[src/rtl/matrix_input_loader.sv]
// matrix_input_loader
// Collects one matrix element-by-element over a valid/ready stream, assembles
// it row-major into a zero-padded MAX_DIM x MAX_DIM buffer, presents it on the
// storage write port and then completes the storage ready/release handshake.
//
// Element stream handshake: an element is transferred on a rising clock edge
// where elem_valid_i and elem_ready_o are both high. elem_ready_o is high only
// while collecting. elem_valid_i in any other state is ignored and consumes
// nothing. The producer may raise or drop elem_valid_i at any time.

module matrix_input_loader #(
    parameter int MAX_DIM = 5,
    parameter int ELEM_W  = 4,
    parameter int TIMEOUT = 255
) (
    input  logic                                           clk,
    input  logic                                           rst_n,
    input  logic                                           start_i,
    input  logic                                           abort_i,
    input  logic [2:0]                                     rows_in_i,
    input  logic [2:0]                                     cols_in_i,
    input  logic [1:0]                                     id_in_i,
    input  logic                                           elem_valid_i,
    input  logic [ELEM_W-1:0]                              elem_data_i,
    output logic                                           elem_ready_o,
    output logic                                           write_en_o,
    output logic [2:0]                                     rows_out_o,
    output logic [2:0]                                     cols_out_o,
    output logic [1:0]                                     mat_id_out_o,
    output logic [0:MAX_DIM-1][0:MAX_DIM-1][ELEM_W-1:0]    data_out_o,
    input  logic                                           mem_ready_i,
    input  logic                                           mem_error_i,
    output logic [4:0]                                     elem_count_o,
    output logic                                           busy_o,
    output logic                                           done_o,
    output logic                                           error_o
);

    // Width of the WRITE-state wait counter; it counts 0 .. TIMEOUT-1.
    localparam int WAIT_W = $clog2(TIMEOUT + 1);
    localparam logic [WAIT_W-1:0] WAIT_LAST = WAIT_W'(TIMEOUT - 1);
    localparam logic [2:0]        DIM_MAX   = 3'(MAX_DIM);
    localparam logic [1:0]        ID_MAX    = 2'd1;

    typedef enum logic [2:0] {
        S_IDLE    = 3'd0,
        S_COLLECT = 3'd1,
        S_WRITE   = 3'd2,
        S_RELEASE = 3'd3,
        S_FINISH  = 3'd4
    } state_t;

    typedef logic [0:MAX_DIM-1][0:MAX_DIM-1][ELEM_W-1:0] matrix_t;

    state_t              state_q, state_d;
    logic [2:0]          rows_q, rows_d;
    logic [2:0]          cols_q, cols_d;
    logic [1:0]          id_q, id_d;
    matrix_t             data_q, data_d;
    logic [4:0]          count_q, count_d;
    logic [2:0]          row_q, row_d;
    logic [2:0]          col_q, col_d;
    logic [WAIT_W-1:0]   wait_q, wait_d;
    logic                mem_err_q, mem_err_d;
    logic                write_en_q, write_en_d;
    logic                done_q, done_d;
    logic                error_q, error_d;

    logic                params_ok;
    logic                last_col;
    logic                last_row;

    // Parameter legality for a start request: dims in 1..MAX_DIM, id in 0..1.
    always_comb begin
        params_ok = (rows_in_i != 3'd0) && (rows_in_i <= DIM_MAX) &&
                    (cols_in_i != 3'd0) && (cols_in_i <= DIM_MAX) &&
                    (id_in_i <= ID_MAX);
    end

    // Position of the element being written relative to the latched dims.
    always_comb begin
        last_col = (col_q == (cols_q - 3'd1));
        last_row = (row_q == (rows_q - 3'd1));
    end

    // Next-state and next-output logic for the load sequence.
    always_comb begin
        state_d    = state_q;
        rows_d     = rows_q;
        cols_d     = cols_q;
        id_d       = id_q;
        data_d     = data_q;
        count_d    = count_q;
        row_d      = row_q;
        col_d      = col_q;
        wait_d     = wait_q;
        mem_err_d  = mem_err_q;
        write_en_d = write_en_q;
        done_d     = 1'b0;
        error_d    = 1'b0;

        case (state_q)
            S_IDLE: begin
                if (start_i) begin
                    if (params_ok) begin
                        // A fresh load starts from an all-zero buffer so that
                        // positions outside rows x cols read back as 0.
                        rows_d  = rows_in_i;
                        cols_d  = cols_in_i;
                        id_d    = id_in_i;
                        data_d  = '0;
                        count_d = '0;
                        row_d   = '0;
                        col_d   = '0;
                        state_d = S_COLLECT;
                    end else begin
                        // Rejected request: latched values stay untouched.
                        error_d = 1'b1;
                    end
                end
            end

            S_COLLECT: begin
                if (abort_i) begin
                    // Abort wins over an element offered in the same cycle.
                    state_d = S_IDLE;
                end else if (elem_valid_i) begin
                    data_d[row_q][col_q] = elem_data_i;
                    count_d = count_q + 5'd1;
                    if (last_col) begin
                        col_d = '0;
                        if (last_row) begin
                            state_d    = S_WRITE;
                            write_en_d = 1'b1;
                            wait_d     = '0;
                        end else begin
                            row_d = row_q + 3'd1;
                        end
                    end else begin
                        col_d = col_q + 3'd1;
                    end
                end
            end

            S_WRITE: begin
                if (mem_ready_i) begin
                    // Capture the storage verdict now; it is reported once
                    // storage has gone back to idle.
                    mem_err_d  = mem_error_i;
                    write_en_d = 1'b0;
                    state_d    = S_RELEASE;
                end else if (wait_q == WAIT_LAST) begin
                    write_en_d = 1'b0;
                    error_d    = 1'b1;
                    state_d    = S_IDLE;
                end else begin
                    wait_d = wait_q + 1'b1;
                end
            end

            S_RELEASE: begin
                // Storage drops ready after seeing write_en low.
                if (!mem_ready_i) begin
                    done_d  = ~mem_err_q;
                    error_d = mem_err_q;
                    state_d = S_FINISH;
                end
            end

            S_FINISH: begin
                state_d = S_IDLE;
            end

            default: begin
                write_en_d = 1'b0;
                state_d    = S_IDLE;
            end
        endcase
    end

    // State and registered outputs; async reset clears everything at once.
    always_ff @(posedge clk or negedge rst_n) begin
        if (!rst_n) begin
            state_q    <= S_IDLE;
            rows_q     <= '0;
            cols_q     <= '0;
            id_q       <= '0;
            data_q     <= '0;
            count_q    <= '0;
            row_q      <= '0;
            col_q      <= '0;
            wait_q     <= '0;
            mem_err_q  <= 1'b0;
            write_en_q <= 1'b0;
            done_q     <= 1'b0;
            error_q    <= 1'b0;
        end else begin
            state_q    <= state_d;
            rows_q     <= rows_d;
            cols_q     <= cols_d;
            id_q       <= id_d;
            data_q     <= data_d;
            count_q    <= count_d;
            row_q      <= row_d;
            col_q      <= col_d;
            wait_q     <= wait_d;
            mem_err_q  <= mem_err_d;
            write_en_q <= write_en_d;
            done_q     <= done_d;
            error_q    <= error_d;
        end
    end

    // Output mapping; ready and busy are straight decodes of the state register.
    always_comb begin
        elem_ready_o = (state_q == S_COLLECT);
        busy_o       = (state_q != S_IDLE);
        write_en_o   = write_en_q;
        rows_out_o   = rows_q;
        cols_out_o   = cols_q;
        mat_id_out_o = id_q;
        data_out_o   = data_q;
        elem_count_o = count_q;
        done_o       = done_q;
        error_o      = error_q;
    end

endmodule

[config.mk]
export PLATFORM = sky130hd
export DESIGN_NAME = matrix_input_loader
export DESIGN_NICKNAME = d
export VERILOG_FILES = /design/src/rtl/matrix_input_loader.sv
export SDC_FILE = /design/constraint.sdc
export NUM_CORES = 1
export LEC_CHECK = 0
export CORE_MARGIN = 3
export CORE_UTILIZATION = 55
export DETAILED_ROUTE_END_ITERATION = 10
export HOLD_SLACK_MARGIN = 0.02
export PLACE_DENSITY = 0.95
export SLEW_MARGIN = 20
export SYNTH_ARGS = -nofsm -noshare
export SYNTH_HDL_FRONTEND = slang
export SYNTH_SLANG_ARGS = --single-unit
[constraint.sdc]
create_clock -name clk -period 5.6 [get_ports clk]
set_clock_uncertainty 0.15 [all_clocks]
set_input_delay 0.56 -clock clk [delete_from_list [all_inputs] [get_ports clk]]
set_output_delay 0.56 -clock clk [all_outputs]
set_load 0.01 [all_outputs]
=== Word-level counts from Yosys, hierarchy flattened ===
Cells that the tools add are included.

* Register bits after elaboration: 134
* Input port bits: 19
* Word-level logic and storage cells: 153

* Add/subtract/negate cells: 6
* $lt $le $gt $ge: 7
* Equal/unequal tests: 21
* Muxes and demuxes: 58
* Bitwise operators: 4
* Reductions and logical operators: 20

{| class="wikitable"
|+ Operators by type and width
! operator !! count
|-
| $mux W100 || 4
|-
| $pmux W100 S2 || 1
|-
| $bwmux W100 || 1
|-
| $demux W20 S3 || 1
|-
| $mux W3 || 18
|-
| $mux W8 || 6
|-
| $reduce_and A7 Y1 || 3
|-
| $mux W20 || 1
|-
| $mux W5 || 4
|-
| $ne A2 B2 Y1 const B || 8
|-
| $pmux W8 S2 || 1
|-
| $mux W1 || 13
|-
| $demux W4 S3 || 1
|-
| $pmux W3 S2 || 2
|-
| $pmux W3 S4 || 1
|-
| $pmux W5 S2 || 1
|-
| $reduce_bool A3 Y1 || 3
|-
| $add A8 B1 Y8 const B || 1
|-
| $eq A8 B8 Y1 const B || 1
|-
| $ge A4 B4 Y1 const B || 2
|-
| $lt A4 B1 Y1 const B || 2
|-
| $not A3 Y4 || 2
|-
| $add A3 B1 Y3 const B || 2
|-
| $eq A3 B2 Y1 const B || 2
|-
| other kinds (21) || 35
|}

=== Longest topological paths before layout ===
* Depth in word-level cells: 11
* Mapped depth: 8
* Gate-level depth less buffers: 6

=== Worst setup path after synthesis ===
Ideal clock, no wire load.

* Path kind: in2reg
* Start: input rows_in_i[2]
* End: register data_q (netlist bit data_out_o[44])
* Library setup time: 0.080 ns
* Arrival time: 1.947 ns
* Required time: 5.370 ns
* Setup slack: 3.423 ns
* Stages on the path: 6
* Buffers on the path: 2
* Cells stage by stage: a221oi_2 and4_4 buf_6 buf_6 o2111a_4 mux2i_1

* Cells in the longest elaborated chain, start to end: 7

{| class="wikitable"
|+ Ends and longest elaborated chain
! element !! RTL line !! text
|-
| start, declared || 20 || <nowiki>input logic [2:0] rows_in_i,</nowiki>
|-
| $le A3 B3 Y1 / $reduce_bool A3 Y1 (equally long branches) || 75 || <nowiki>params_ok = (rows_in_i != 3'd0) && (rows_in_i <= DIM_MAX) &&</nowiki>
|-
| $logic_and A1 B1 Y1 * (2 in series) || 75 ||
|-
| $logic_and A1 B1 Y1 * (2 in series) || 76 || <nowiki>(cols_in_i != 3'd0) && (cols_in_i <= DIM_MAX) &&</nowiki>
|-
| $ne A2 B2 Y1 (no source line) * || - ||
|-
| $reduce_and A5 Y1 (no source line) * || - ||
|-
| end signal, assigned || 202 || <nowiki>data_q <= data_d;</nowiki>
|-
| end, declared || 59 || <nowiki>matrix_t data_q, data_d;</nowiki>
|}

Every way passes the cells marked *; elsewhere a longest branch is shown, timed or not.
A chain may end at the register's enable or synchronous reset.

=== Worst setup path in the final report ===
* Start: input rows_in_i[1]
* End: register data_q (netlist bit data_out_o[63])

The elaborated chain is that of the path after synthesis.

==> flow_summary.yaml <==
outcome:
  status: "completed"
clocking:
  clockBufferDepth: 2
  cts.clk_slew.worst_paths_ns: 0.06
  cts-root-buf: "clkbuf_16"
  worstSkewPairLatency_ns: 0.41
  cts_num_sinks: 134
  postCtsSetupRepairBufs: 0
  numCtsBuffers: 17
  cts_tree: "yes"
  htreeDepth: 4
  cts_hold_buffers: 0
  cts_resized: 0
global_route:
  antenna_found_initial: 0
  grt_max_degree: 87
  gr-total-overflow: 0
  grt_pass1_vias: 5331
  grt_pass1_wl_um: 28400
  grt.total_usage_pct: 27.4
setup_path:
  r2r_setup_slack_ns: 2.40
  critPathLaunch: "rows_in_i[1]"
  r2r_cells: 5
  crit_required_ns: 5.75
  critPathKind: "input pin to flip-flop"
  r2r_start: "state_q[0]"
  crit_fanout: 71
  reg2reg_to: "data_out_o[63]"
  cp-end-kind: "flip-flop"
  worst_setup_path_start_kind: "input pin"
  worstPathArrival_ns: 3.62
finish:
  ff_latch_area_um2: 3350
  final_layout_size_suffix_gt1_share_pct: 10.0
  antennaDiodeCount: 0
  nets: 733
  area_growth_pct: 31.5
  multiInputGateArea_um2: 2920
  mostFrequentLayoutCell: "clkdlybuf4s50_1"
  fill_cells: 756
  stdcell_count: 863
  layout_common_cells: "135 x clkdlybuf4s50_1, 134 x dfrtp_1, 124 x nand2_1, 85 x mux2i_1"
timing:
  setup_tns_ns: 0
  period_minus_slack_ns: 3.46
  holdWs_ns: 0.0517
  worst_pin_slew_ns: 1.13
  max_freq_mhz: 289
  period_share_pct: 61.8
  slew_viol_final: 0
  slew_headroom_pct: 24.6
  finalHoldViolations: 0
  timing.final.setup_violations: 0
  rsz0062_at_grt: "no"
yosys:
  synth_flop_cell: "dfrtp_1"
  synth-seq-cells: 134
  syn-num-nets: 613
  avgSynthCellArea_um2: 11.1
  synth_top_cell_area_share_pct: 51.3
  yosysTopAreaCell: "dfrtp_1"
  async_flop_share_pct: 100
  ys_types: 65
  yosysSeqAreaShare_pct: 51.3
  synthCells: 587
  synthesis.area_um2: 6530
  synth_area_leaders: "dfrtp_1 51%, mux2i_1 13%, nand2_1 7.1%, o211ai_1 2.1%, o2111ai_4 2.0%"
  yosys_warnings: 0
  synth_edf_count: 0
detailed_routing:
  finalWirelength_um: 17800
  vias: 5232
  dr.pass1.iters: 5
  drt_iter0_drc: 306
  ant_nets: 0
  wl_per_cell_um: 20.7
  drc: 0
  viasPerCell: 6.06
floorplan:
  initial_core_util_pct: 56.7
  core_um2: 11500
  die_w_um: 115
  die_y_um: 115
  rows: 39
  io_pins: 137
  die-area_um2: 13200
power_and_ir_drop:
  design_power_total_w: 0.00390
  ir_drop_v: 0.000245
  cellPowerDensity_nw_per_um2: 454
  p_leak_nw: 3.78
place:
  dpl.hpwl_um: 11500
  port_buffers: 136
  dp.cells: 831
  gp_routability_congestion: 0.889
hold_path:
  min_path_type: "input pin to async pin"
run:
  cap_violations: 0
## per-layer routing
metal | wire length (µm) | global-route usage, %
met5 | 0 | 0
met4 | 218 | 8.06
met3 | 1210 | 6.84
met2 | 9180 | 46.1
met1 | 7240 | 35.3
## cell usage after synthesis, drive strengths merged, types with 8 or more instances
cell type	count
o2111ai	8
mux2i	85
inv	13
clkbuf	12
dfrtp	134
a21oi	17
o21ai	26
o211ai	19
buf	25
nand3	13
nand2	125
nor2	10
## power by group
part           switching (W)  total, W  internal (W)
Combinational       0.000714   0.00123      0.000513
Clock               0.000417   0.00133      0.000917
Sequential          0.000204   0.00134       0.00114
Total                0.00133   0.00390       0.00257
## worst max-delay path, stage by stage
cell and delay [ns]:
clkdlybuf4s50_1 0.47, a221oi_2 0.50, nand4_4 0.71, buf_4 0.64, a21oi_2 0.40, mux2i_1 0.26
## how the worst max path moves through the flow
| stage | endpoint | cells after the start | slack (ns) |
|---|---|---|---|
| final | data_out_o[63] | 6 | 2.14 |
| after global routing | data_out_o[71] | 6 | 1.97 |
| after CTS | data_out_o[63] | 6 | 2.18 |
| after detailed placement | data_out_o[63] | 6 | 1.79 |
| after global placement | data_out_o[69] | 6 | 1.99 |
| after floorplan | data_out_o[44] | 6 | 3.42 |
## final cells by class
type,count,area share (%)
Timing Repair Buffer,138,16.0
Multi-Input combinational cell,402,33.9
Tap cell,143,2.08
Clock inverter,12,2.87
Clock buffer,20,5.43
Inverter,14,0.626
Sequential cell,134,39.0
## through the flow
step / setup slack [ns] / utilization [%] / instance area [µm²]
2_1_floorplan: 3.42 / - / 6530
3_3_place_gp: 1.99 / 68.4 / 7880
3_5_place_dp: 1.79 / 68.4 / 7880
4_1_cts: 2.18 / 74.6 / 8590
5_1_grt: 1.97 / 74.6 / 8590
6_report: 2.14 / 74.6 / 8590
## cell families after synthesis
| family | Yosys count | synth area share [%] |
|---|---|---|
| adders and majority gates | 7 | 1.34 |
| xor gates and xnor gates | 7 | 1.36 |
| buffers and inverters | 51 | 4.04 |
| and+or+nand+nor | 193 | 14.4 |
| DFF | 134 | 51.3 |
| AOI/OAI and AO/OA | 108 | 14.2 |
| muxes | 87 | 13.4 |
## registers in the layout (all words and copies together), names as in the netlist
signal	count
write_en_o	1
elem_count_o	5
state_q	3
mem_err_q	1
row_q	3
error_o	1
cols_out_o	3
rows_out_o	3
wait_q	8
mat_id_out_o	2
data_out_o	100
col_q	3
done_o	1
Power figures use the tool's default switching activity.
